**config.mk**
```make
export PLATFORM = sky130hd
export DESIGN_NAME = uart_rx_ctrl
export DESIGN_NICKNAME = d
export VERILOG_FILES = /design/src/rtl/uart_rx_ctrl.sv
export SDC_FILE = /design/constraint.sdc
export NUM_CORES = 1
export LEC_CHECK = 0
export CAP_MARGIN = 20
export CORE_MARGIN = 8
export CORE_UTILIZATION = 49
export CTS_BUF_LIST = sky130_fd_sc_hd__clkbuf_8
export DETAILED_ROUTE_END_ITERATION = 7
export PLACE_DENSITY = 0.86
export REMOVE_ABC_BUFFERS = 1
export SYNTH_ARGS = -nofsm -noshare
export SYNTH_HDL_FRONTEND = slang
export SYNTH_SLANG_ARGS = --single-unit
```
**constraint.sdc**
```tcl
create_clock -name CLK -period 9.33 [get_ports CLK]
set_clock_uncertainty 0.15 [all_clocks]
set_input_delay 2.799 -clock CLK [delete_from_list [all_inputs] [get_ports CLK]]
set_output_delay 2.799 -clock CLK [all_outputs]
set_load 0.01 [all_outputs]
```
**src/rtl/uart_rx_ctrl.sv**
```systemverilog
// UART receiver control FSM: paces each bit with an oversample edge counter,
// strobes the start/data/parity/stop checkers and qualifies the received frame.
module uart_rx_ctrl #(
    parameter int DATA_WIDTH     = 8,
    parameter int PRESCALE_WIDTH = 6
) (
    input  logic                      CLK,
    input  logic                      RST,
    input  logic                      RX_IN,
    input  logic                      PAR_EN,
    input  logic [PRESCALE_WIDTH-1:0] prescale,
    input  logic                      strt_glitch,
    input  logic                      par_err,
    input  logic                      stp_err,
    output logic [PRESCALE_WIDTH-1:0] edge_cnt,
    output logic [3:0]                bit_cnt,
    output logic                      dat_samp_en,
    output logic                      strt_chk_en,
    output logic                      deser_en,
    output logic                      par_chk_en,
    output logic                      stp_chk_en,
    output logic                      data_valid,
    output logic                      busy
);

    typedef enum logic [2:0] {
        S_IDLE,
        S_START,
        S_DATA,
        S_PARITY,
        S_STOP,
        S_DONE
    } state_t;

    localparam logic [3:0] LAST_BIT = 4'(DATA_WIDTH - 1);

    state_t                    state;
    state_t                    state_nxt;
    logic [PRESCALE_WIDTH-1:0] edge_nxt;
    logic [3:0]                bit_nxt;

    logic [PRESCALE_WIDTH-1:0] p_last;
    logic [PRESCALE_WIDTH-1:0] chk;
    logic [PRESCALE_WIDTH-1:0] stp_exit;
    logic                      at_last;
    logic                      at_chk;
    logic [PRESCALE_WIDTH-1:0] edge_inc;

    // Unsupported ratios fall back to x8 so the frame timing stays well defined.
    always_comb begin
        case (prescale)
            PRESCALE_WIDTH'(16): begin
                p_last   = PRESCALE_WIDTH'(15);
                chk      = PRESCALE_WIDTH'(10);
                stp_exit = PRESCALE_WIDTH'(11);
            end
            PRESCALE_WIDTH'(32): begin
                p_last   = PRESCALE_WIDTH'(31);
                chk      = PRESCALE_WIDTH'(18);
                stp_exit = PRESCALE_WIDTH'(19);
            end
            default: begin
                p_last   = PRESCALE_WIDTH'(7);
                chk      = PRESCALE_WIDTH'(6);
                stp_exit = PRESCALE_WIDTH'(7);
            end
        endcase
    end

    assign at_last  = (edge_cnt == p_last);
    assign at_chk   = (edge_cnt == chk);
    assign edge_inc = at_last ? '0 : edge_cnt + PRESCALE_WIDTH'(1);

    // NOTE: every output and next-state signal gets a default first so no path leaves one unassigned (no latches).
    always_comb begin
        state_nxt   = state;
        edge_nxt    = '0;
        bit_nxt     = '0;
        dat_samp_en = 1'b0;
        busy        = 1'b0;
        strt_chk_en = 1'b0;
        deser_en    = 1'b0;
        par_chk_en  = 1'b0;
        stp_chk_en  = 1'b0;
        data_valid  = 1'b0;

        case (state)
            S_IDLE: begin
                if (!RX_IN) state_nxt = S_START;
            end

            S_START: begin
                dat_samp_en = 1'b1;
                busy        = 1'b1;
                strt_chk_en = at_chk;
                edge_nxt    = edge_inc;
                if (at_last) state_nxt = strt_glitch ? S_IDLE : S_DATA;
            end

            S_DATA: begin
                dat_samp_en = 1'b1;
                busy        = 1'b1;
                deser_en    = at_chk;
                edge_nxt    = edge_inc;
                bit_nxt     = bit_cnt;
                if (at_last) begin
                    if (bit_cnt == LAST_BIT) begin
                        state_nxt = PAR_EN ? S_PARITY : S_STOP;
                        bit_nxt   = '0;
                    end else begin
                        bit_nxt = bit_cnt + 4'd1;
                    end
                end
            end

            S_PARITY: begin
                dat_samp_en = 1'b1;
                busy        = 1'b1;
                par_chk_en  = at_chk;
                edge_nxt    = edge_inc;
                if (at_last) state_nxt = S_STOP;
            end

            // Leave one edge after the stop check so stp_err is already registered in DONE.
            S_STOP: begin
                dat_samp_en = 1'b1;
                busy        = 1'b1;
                stp_chk_en  = at_chk;
                edge_nxt    = edge_inc;
                if (edge_cnt == stp_exit) begin
                    state_nxt = S_DONE;
                    edge_nxt  = '0;
                end
            end

            S_DONE: begin
                data_valid = !stp_err && !(PAR_EN && par_err);
                state_nxt  = RX_IN ? S_IDLE : S_START;
            end

            default: state_nxt = S_IDLE;
        endcase
    end

    // NOTE: reset is synchronous and active-low; state updates use non-blocking assignments only.
    always_ff @(posedge CLK) begin
        if (!RST) begin
            state    <= S_IDLE;
            edge_cnt <= '0;
            bit_cnt  <= '0;
        end else begin
            state    <= state_nxt;
            edge_cnt <= edge_nxt;
            bit_cnt  <= bit_nxt;
        end
    end

    strobes_exclusive : assert property (@(posedge CLK) disable iff (!RST)
        $onehot0({strt_chk_en, deser_en, par_chk_en, stp_chk_en}));

endmodule

```
==> flow_summary.json <==
{
  "num_io_pins": 30,
  "clk_pin_slew_ns": 0.06,
  "p_seq_share_pct": 39.0,
  "antenna_left": 0,
  "grt_pass1_wl_um": 3680,
  "worst_pin_slew_ns": 0.480,
  "whs_ns": 0.372,
  "powerDensity_nw_per_um2": 148,
  "drive_gt1_share_pct": 12.4,
  "finalHoldViolCount": 0,
  "grt_pass1_vias": 840,
  "drv_slew": 0,
  "required_ns": 6.38,
  "r2r-end": "edge_cnt[4]",
  "rr_worst_depth": 5,
  "routabilityCongestion": 0.827,
  "postCtsHoldBufs": 0,
  "cts_tree": "yes",
  "ir_drop_mv": 0.108,
  "intPower_uw": 119,
  "syn2layout_area_growth_pct": 38.5,
  "drt-total-wl_um": 2140,
  "grt-ovfl-total": 0,
  "drv_cap": 0,
  "grt.total_usage_pct": 13.6,
  "clock_sinks": 13,
  "drtIter0Drc": 20,
  "cts_resized": 0,
  "coreArea_sq_um": 1690,
  "vias": 836,
  "yosys.area_share.simple_pct": 30.3,
  "min_path_type": "register to register",
  "min_period_over_period_pct": 87.0,
  "switching_power_uw": 57.0,
  "p_leak_uw": 0.000412,
  "status": "complete, no violations",
  "io_buffers": 29,
  "path_class": "input port to output port",
  "yosysWarnings": 0,
  "swShare_pct": 32.3,
  "ys_types": 39,
  "min_path_cells": 1,
  "comb_power_share_pct": 33.0,
  "drc": 0,
  "seq_area_frac_synth_pct": 30.2,
  "die-area_sq_um": 3360,
  "n_fill_cell": 141,
  "synthCells": 99,
  "synth_compound_area_share_pct": 17.0,
  "cts_buffers": 3,
  "synth_top_family_by_area": "simple AND/OR/NAND/NOR gates",
  "setup_tns_ns": 0,
  "firstDrtPassIters": 4,
  "vias_per_cell": 5.73,
  "chipWidth_um": 57.9,
  "crit_path_end_kind": "output port",
  "synthAdderAreaFrac_pct": 4.35,
  "htreeDepth": 1,
  "finalNetCount": 146,
  "synth_mux_area_share_pct": 4.79,
  "start_util_pct": 51.0,
  "min-delay-start": "edge_cnt[0]",
  "rr_startpoint": "edge_cnt[0]",
  "cp_max_fo": 5,
  "row_count": 15,
  "root_buffer": "clkbuf_8",
  "antenna_found_initial": 0,
  "syn_area_per_cell_sq_um": 8.71,
  "rsz0062_at_grt": "no",
  "clockBufferDepth": 2,
  "wire_per_inst_um": 14.7,
  "antenna_cells": 0,
  "slew_headroom_pct": 68.0,
  "finalSetupViolCount": 0,
  "worst_ep_arrival_time_ns": 5.17,
  "postCtsSetupRepairBufs": 0,
  "ys_seq_elements": 13,
  "critPathLaunch": "prescale[4]",
  "cp-start-kind": "input port",
  "grt_max_degree": 11,
  "hold_end": "edge_cnt[0]",
  "finalCriticalPeriod_ns": 8.12,
  "reg2reg_slack_ns": 7.35,
  "synth_xor_area_share_pct": 8.13,
  "clock_latency_ns": 0.24,
  "syn-cell-area_sq_um": 862,
  "die_h_um": 57.9,
  "dp_hpwl_um": 1690,
  "clkPwrFrac_pct": 28.1,
  "fmaxAchievable_mhz": 123
}
## how the worst max path moves through the flow
stage | cells after the start | slack, ns | to
6_report | 7 | 1.21 | strt_chk_en
5_1_grt | 7 | 1.03 | strt_chk_en
4_1_cts | 7 | 1.19 | strt_chk_en
3_3_place_gp | 7 | 1.29 | strt_chk_en
3_5_place_dp | 7 | 1.21 | strt_chk_en
2_1_floorplan | 5 | 2.36 | strt_chk_en
## power groups by stage
stage               Combinational (uW)  Sequential (uW)  Clock [uW]
floorplan                         33.2             68.6           0
global placement                  57.1             69.4           0
detailed placement                58.2             69.4           0
CTS                               58.5             68.5        50.8
global route                      63.9             69.9        53.4
finish                            58.2             68.7        49.5
## cells in the final DEF (no fill, tap or decap), types with 2 or more instances in the layout
cell type | netlist | layout
a21oi_1 | 2 | 2
nand2_1 | 7 | 7
mux2i_1 | 3 | 3
nor3_1 | 4 | 4
xor2_1 | 4 | 4
nand3_1 | 5 | 5
dfxtp_1 | 13 | 13
inv_1 | 5 | 5
clkbuf_8 | 0 | 3
a211oi_1 | 2 | 2
ha_1 | 3 | 3
clkdlybuf4s50_1 | 0 | 29
o21ai_0 | 5 | 5
nor2_1 | 13 | 13
and2_2 | 2 | 2
xnor2_1 | 4 | 4
nand2b_1 | 2 | 2
## kinds of logic (layout without fill, tap and decap cells)
| group | after synthesis | after routing |
|---|---|---|
| and+or+nand+nor | 43 | 43 |
| AOI/OAI and AO/OA | 20 | 20 |
| DFF | 13 | 13 |
| xor gates and xnor gates | 8 | 8 |
| buffers and inverters | 8 | 38 |
| muxes | 4 | 4 |
| adders and majority gates | 3 | 3 |
## registers in the layout (all words and copies together), names as in the netlist
signal    count
edge_cnt      6
state         3
bit_cnt       4
## critical path: stages
cell and delay, ns:
clkdlybuf4s50_1 0.47, xor2_1 0.19, a211o_1 0.36, mux2_2 0.29, nor3b_2 0.24, nor4b_4 0.23, clkdlybuf4s50_1 0.57
## layout make-up
class,instances,area (sq um),area share [%]
Multi-Input combinational cell,78,557,46.6
Inverter,5,18.8,1.57
Clock inverter,1,5.00,0.419
Clock buffer,3,41.3,3.46
Timing Repair Buffer,29,290,24.3
Sequential cell,13,260,21.8
Tap cell,17,21.3,1.78
## stage by stage
stage	std cells	instance area (sq um)	setup slack [ns]	total power, uW	utilization [%]
2_1_floorplan	96	836	2.36	102	-
3_3_place_gp	142	1150	1.29	127	67.9
3_5_place_dp	142	1150	1.21	128	67.9
4_1_cts	146	1190	1.19	178	70.7
5_1_grt	146	1190	1.03	187	70.7
6_report	146	1190	1.21	176	70.7
## cell usage after synthesis
cell,n,area share (%)
and2_2,2,1.7
and3b_2,1,1.2
nor4b_4,1,2.8
o211ai_2,1,1.5
a21oi_2,1,1.0
a2111oi_0,1,1.0
xnor2_1,4,4.1
a21oi_1,2,1.2
a21bo_2,1,1.2
buf_6,1,1.3
dfxtp_1,13,30
o21ai_0,5,2.9
nand3_1,5,2.9
nand2b_1,2,1.5
o221ai_1,1,1.0
mux2i_1,3,3.5
mux2_2,1,1.3
o31ai_1,1,0.87
a31oi_1,1,0.73
nor4bb_1,1,1.2
nor4_2,1,1.5
ha_1,3,4.4
a22o_1,1,1.0
a211o_1,1,1.0
and4bb_2,1,1.5
o211ai_1,1,0.87
a311oi_1,1,1.0
inv_1,5,2.2
and4_1,1,1.0
nand3b_1,1,0.87
buf_4,2,1.7
nor3b_1,1,0.87
a211oi_1,2,1.7
nor2_1,13,5.7
or3b_2,1,1.0
nor3b_2,1,1.5
nor3_1,4,2.3
xor2_1,4,4.1
nand2_1,7,3.0
## metal layers
metal | GRT usage (%) | part of all wire [%] | routed length (um)
met4 | 6.29 | 1.2 | 25
met1 | 15.4 | 44 | 941
met5 | 0 | 0 | 0
met3 | 3.53 | 5.2 | 112
met2 | 23.2 | 50 | 1060
Power figures use the tool's default switching activity.
